[config.mk]
export PLATFORM = sky130hd
export DESIGN_NAME = fir_channel_arbiter
export DESIGN_NICKNAME = d
export VERILOG_FILES = /design/src/rtl/fir_channel_arbiter.sv
export SDC_FILE = /design/constraint.sdc
export NUM_CORES = 1
export LEC_CHECK = 0
export BUFFER_PORTS_ARGS = -buffer_cell sky130_fd_sc_hd__clkbuf_2
export CORE_ASPECT_RATIO = 1.1
export CORE_MARGIN = 2
export CORE_UTILIZATION = 64
export DETAILED_ROUTE_END_ITERATION = 10
export PLACE_DENSITY = 0.9
export SKIP_CTS_REPAIR_TIMING = 1
export SYNTH_ARGS = -nofsm -noshare
export SYNTH_HDL_FRONTEND = slang
export SYNTH_SLANG_ARGS = --single-unit
[constraint.sdc]
create_clock -name s_axis_aclk -period 8.2 [get_ports s_axis_aclk]
set_clock_uncertainty 0.15 [all_clocks]
set_input_delay 1.23 -clock s_axis_aclk [delete_from_list [all_inputs] [get_ports s_axis_aclk]]
set_output_delay 1.23 -clock s_axis_aclk [all_outputs]
set_load 0.05 [all_outputs]
[src/rtl/fir_channel_arbiter.sv]
// Per-channel input FIFOs merged round-robin onto one AXI-Stream tagged with the channel on tuser.
// Optional per-channel input stall counters are enabled by defining FIR_ARB_STALL_CNT_EN.
module fir_channel_arbiter #(
  parameter int unsigned NUM_CH     = 4,
  parameter int unsigned FIFO_DEPTH = 4,
  parameter int unsigned DATA_W     = 32
) (
  input  logic                     s_axis_aclk,
  input  logic                     s_axis_arstn,
  input  logic [NUM_CH-1:0]        ch_en,
  input  logic [NUM_CH*DATA_W-1:0] s_axis_tdata,
  input  logic [NUM_CH-1:0]        s_axis_tvalid,
  output logic [NUM_CH-1:0]        s_axis_tready,
  output logic [DATA_W-1:0]        m_axis_tdata,
  output logic                     m_axis_tvalid,
  input  logic                     m_axis_tready,
  output logic [1:0]               m_axis_tuser,
  output logic [NUM_CH*4-1:0]      fifo_level
`ifdef FIR_ARB_STALL_CNT_EN
  ,
  output logic [NUM_CH*16-1:0]     stall_cnt
`endif
);
  localparam int unsigned AW = (FIFO_DEPTH > 1) ? $clog2(FIFO_DEPTH) : 1;
  localparam int unsigned CW = AW + 1;

  logic [DATA_W-1:0] mem    [NUM_CH][FIFO_DEPTH];
  logic [AW-1:0]     wr_ptr [NUM_CH];
  logic [AW-1:0]     rd_ptr [NUM_CH];
  logic [CW-1:0]     count  [NUM_CH];
  logic [NUM_CH-1:0] full, empty, push, pop, elig;
  logic [1:0]        last_grant, winner;
  logic [DATA_W-1:0] head;
  logic              any_elig, load;

  always_comb begin
    full          = '0;
    empty         = '0;
    s_axis_tready = '0;
    push          = '0;
    elig          = '0;
    fifo_level    = '0;
    for (int unsigned i = 0; i < NUM_CH; i++) begin
      full[i]                = (count[i] == CW'(FIFO_DEPTH));
      empty[i]               = (count[i] == '0);
      s_axis_tready[i]       = s_axis_arstn & (ch_en[i] ? !full[i] : 1'b1);
      push[i]                = s_axis_tvalid[i] & s_axis_tready[i] & ch_en[i];
      elig[i]                = ch_en[i] & !empty[i];
      fifo_level[i*4 +: 4]   = (count[i] > 15) ? 4'hF : 4'(count[i]);
    end
  end

  // Search last_grant+1, last_grant+2, ... modulo NUM_CH; first eligible wins.
  always_comb begin
    int unsigned idx;
    idx      = 0;
    winner   = last_grant;
    any_elig = 1'b0;
    for (int unsigned k = 1; k <= NUM_CH; k++) begin
      idx = (32'(last_grant) + k) % NUM_CH;
      for (int unsigned i = 0; i < NUM_CH; i++) begin
        if (!any_elig && (i == idx) && elig[i]) begin
          any_elig = 1'b1;
          winner   = 2'(i);
        end
      end
    end
    load = (!m_axis_tvalid | m_axis_tready) & any_elig;
    pop  = '0;
    head = '0;
    for (int unsigned i = 0; i < NUM_CH; i++) begin
      pop[i] = load && (winner == 2'(i));
      if (pop[i]) head = mem[i][rd_ptr[i]];
    end
  end

  always_ff @(posedge s_axis_aclk) begin
    for (int unsigned i = 0; i < NUM_CH; i++) begin
      if (push[i]) mem[i][wr_ptr[i]] <= s_axis_tdata[i*DATA_W +: DATA_W];
    end
  end

  // Holding a disabled channel's FIFO cleared flushes it on the edge after ch_en falls;
  // writes are already dropped while disabled, so nothing else is lost.
  always_ff @(posedge s_axis_aclk or negedge s_axis_arstn) begin
    if (!s_axis_arstn) begin
      for (int unsigned i = 0; i < NUM_CH; i++) begin
        wr_ptr[i] <= '0;
        rd_ptr[i] <= '0;
        count[i]  <= '0;
      end
    end else begin
      for (int unsigned i = 0; i < NUM_CH; i++) begin
        if (!ch_en[i]) begin
          wr_ptr[i] <= '0;
          rd_ptr[i] <= '0;
          count[i]  <= '0;
        end else begin
          if (push[i]) wr_ptr[i] <= wr_ptr[i] + 1'b1;
          if (pop[i])  rd_ptr[i] <= rd_ptr[i] + 1'b1;
          if (push[i] && !pop[i])      count[i] <= count[i] + 1'b1;
          else if (!push[i] && pop[i]) count[i] <= count[i] - 1'b1;
        end
      end
    end
  end

  always_ff @(posedge s_axis_aclk or negedge s_axis_arstn) begin
    if (!s_axis_arstn) begin
      m_axis_tvalid <= 1'b0;
      m_axis_tdata  <= '0;
      m_axis_tuser  <= '0;
      last_grant    <= 2'(NUM_CH - 1);
    end else if (load) begin
      m_axis_tvalid <= 1'b1;
      m_axis_tdata  <= head;
      m_axis_tuser  <= winner;
      last_grant    <= winner;
    end else if (m_axis_tready) begin
      m_axis_tvalid <= 1'b0;
    end
  end

`ifdef FIR_ARB_STALL_CNT_EN
  logic [NUM_CH-1:0] en_q;
  logic [15:0]       stall [NUM_CH];

  always_ff @(posedge s_axis_aclk or negedge s_axis_arstn) begin
    if (!s_axis_arstn) begin
      en_q <= '0;
      for (int unsigned i = 0; i < NUM_CH; i++) stall[i] <= '0;
    end else begin
      en_q <= ch_en;
      for (int unsigned i = 0; i < NUM_CH; i++) begin
        if (ch_en[i] && !en_q[i])
          stall[i] <= '0;
        else if (s_axis_tvalid[i] && !s_axis_tready[i] && ch_en[i] && (stall[i] != '1))
          stall[i] <= stall[i] + 1'b1;
      end
    end
  end

  always_comb begin
    stall_cnt = '0;
    for (int unsigned i = 0; i < NUM_CH; i++) stall_cnt[i*16 +: 16] = stall[i];
  end
`endif

endmodule

==> flow_metrics.env <==
export IMPL_clockRootBuffer="clkbuf_16"
export IMPL_synthArstFlopShare_pct=11.3
export IMPL_cp_max_fo=71
export IMPL_via_count=11600
export IMPL_initial_core_util_pct=65.0
export IMPL_setup_tns_ns=0
export IMPL_cts_buffers=52
export IMPL_die_x_um=184
export IMPL_cts_tree="built"
export IMPL_avgRoutedWirePerCell_um=26.7
export IMPL_drc=0
export IMPL_place_gp_congestion=0.881
export IMPL_hold_viol=0
export IMPL_yosys_most_used_dff="edfxtp_1"
export IMPL_io_buffers=189
export IMPL_antenna_found_initial=6
export IMPL_ys_seq_area_share_pct=74.4
export IMPL_die_y_um=202
export IMPL_yosysTopAreaCell="edfxtp_1"
export IMPL_crit_required_ns=6.82
export IMPL_viasPerCell=6.42
export IMPL_cap_violations=0
export IMPL_track_usage_pct=26.4
export IMPL_ios=194
export IMPL_syn_area_per_cell_um2=20.6
export IMPL_h_tree_depth=2
export IMPL_final_core_util_pct=73.8
export IMPL_drv_slew=0
export IMPL_yosysTopAreaCellShare_pct=67.3
export IMPL_ys_types=60
export IMPL_clk_latency_ns=0.57
export IMPL_clkTransAtPathRegs_ns=0.07
export IMPL_slew_headroom_pct=24.5
export IMPL_dieArea_um2=37200
export IMPL_wl_um=48000
export IMPL_grt_first_pass_wirelength_um=71700
export IMPL_syn_area_um2=22800
export IMPL_holdWs_ns=0.328
export IMPL_synth_edf_count=512
export IMPL_synthTopCellsByArea="edfxtp_1, mux4_2, dfrtp_1"
export IMPL_rows=72
export IMPL_coreArea_um2=35100
export IMPL_nNetsFinal=1474
export IMPL_grt_max_degree=72
export IMPL_dp_hpwl_um=29400
export IMPL_grt_setup_unrepaired="false"
export IMPL_area_growth_pct=13.5
export IMPL_cp_start_kind="input pin"
export IMPL_tightest_slew_ns=1.13
export IMPL_power_density_nw_per_um2=333
export IMPL_cts_sinks=577
export IMPL_run_status="complete, no violations"
export IMPL_clockBufferDepth=3
export IMPL_critPathKind="in -> out"
export IMPL_worstPathArrival_ns=2.49
export IMPL_p_leak_nw=9.10
export IMPL_fin_crit_ns=3.87
export IMPL_finalCritPeriodShare_pct=47.2
export IMPL_final_layout_size_suffix_gt1_share_pct=32.3
export IMPL_postSynthCellCount=1107
export IMPL_grt_pass1_vias=11900
export IMPL_n_fill_cell=1975
export IMPL_first_pass_iters=6
export IMPL_ys_seq_elements=577
export IMPL_yosysWarnings=0
export IMPL_vdd_drop_max_mv=0.321
export IMPL_end_kind="output pin"
export IMPL_detail_route_antenna_nets=0
export IMPL_drtIter0Drc=1033
export IMPL_setup_viol_count_final=0
export IMPL_gr_total_overflow=0
export IMPL_fmax_mhz=258
export IMPL_hold_path_class="reg -> reg"
layout make-up:
| cell class | instances | area, µm² | area share [%] |
|---|---|---|---|
| tap | 444 | 556 | 2.14 |
| sequential | 577 | 17000 | 65.6 |
| inverter | 17 | 63.8 | 0.246 |
| clock inverter | 32 | 303 | 1.17 |
| timing repair buffer | 214 | 1140 | 4.38 |
| antenna | 2 | 5.00 | 0.0193 |
| clock buffer | 61 | 1360 | 5.23 |
| multi-input combinational | 453 | 5500 | 21.2 |
kinds of logic (layout without fill, tap and decap cells):
kind of cell	count (synthesis)	in the layout	share of synthesized area, %
buf+inv	80	324	1.54
compound gates	107	107	3.73
mux	202	202	15.9
flops	577	577	74.4
xor+xnor	13	13	0.559
other cells	1	6	0.0164
fa+ha+maj	20	20	1.23
simple gates	107	107	2.65
power breakdown:
part	internal [mW]	switching [mW]	leakage, nW	total [mW]
Clock	1.37	1.02	0.820	2.39
Sequential	3.40	0.196	5.44	3.59
Combinational	1.05	1.60	2.83	2.66
Total	5.82	2.82	9.10	8.64
per-layer routing:
metal / vias up / global-route usage [%] / part of all wire, %
met3: 72 / 5.19 / 7.6
li1: 4960 / - / -
met2: 465 / 45.1 / 52
met1: 6053 / 35.5 / 38
met4: 8 / 6.97 / 2.3
met5: - / 0 / 0.096
sequential cells by signal (all words and copies together), names as in the netlist:
register	cells
fifo_level	12
last_grant	2
m_axis_tdata	32
m_axis_tuser	2
m_axis_tvalid	1
mem	512
rd_ptr	8
wr_ptr	8
placed cells by master (no fill, tap or decap), types with 11 or more instances in the layout:
cell,count
edfxtp_1,512
clkbuf_2,188
mux4_2,128
mux2i_1,74
dfrtp_1,56
clkbuf_16,53
o21ai_0,37
nand2_1,35
a2bb2oi_1,33
buf_4,26
and3_1,19
inv_1,17
ha_1,16
clkinv_2,13
and2_1,12
clkinv_1,11
critical path, cell delays in order:
cell and delay (ns):
buf_4 0.67, o31a_1 0.29, clkbuf_2 0.28
through the flow:
step                      setup slack (ns)  cells  power (mW)  area, µm²
after global routing                  4.18   1800        8.96      25900
final                                 4.33   1800        8.64      25900
after floorplan                       4.51   1110        5.61      22900
after detailed placement              3.93   1705        6.28      24300
after global placement                4.04   1705        6.20      24300
after CTS                             4.29   1798        8.67      25900
synth_stat cells (all sizes together), types with 3 or more instances:
library cell,count
edfxtp,512
nand2,35
xnor2,7
and2,12
a21boi,3
and3,19
o31a,6
nand3,5
o2111ai,3
nand3b,3
fa,4
o211ai,3
inv,17
mux2i,74
ha,16
a2bb2oi,34
o21ai,38
xor2,5
o31ai,5
nor2b,5
nor2,9
mux4,128
dfrtp,63
buf,28
nand2b,6
clkbuf,35
path summary, 6_finish.rpt:
| kind | from | to | slack (ns) | depth (start not counted) |
|---|---|---|---|---|
| min in group asynchronous | s_axis_arstn | wr_ptr[2] | 0.63 | 1 |
| max in group asynchronous | s_axis_arstn | rd_ptr[4] | 6.61 | 1 |
| setup reg to reg | fifo_level[13] | fifo_level[6] | 4.71 | 9 |
| hold reg to reg | m_axis_tuser[1] | m_axis_tuser[1] | 0.33 | 2 |
| setup / recovery | s_axis_arstn | s_axis_tready[2] | 4.33 | 3 |
| hold / removal | m_axis_tuser[1] | m_axis_tuser[1] | 0.33 | 2 |
Note: power is estimated with default switching activity, not from simulation.
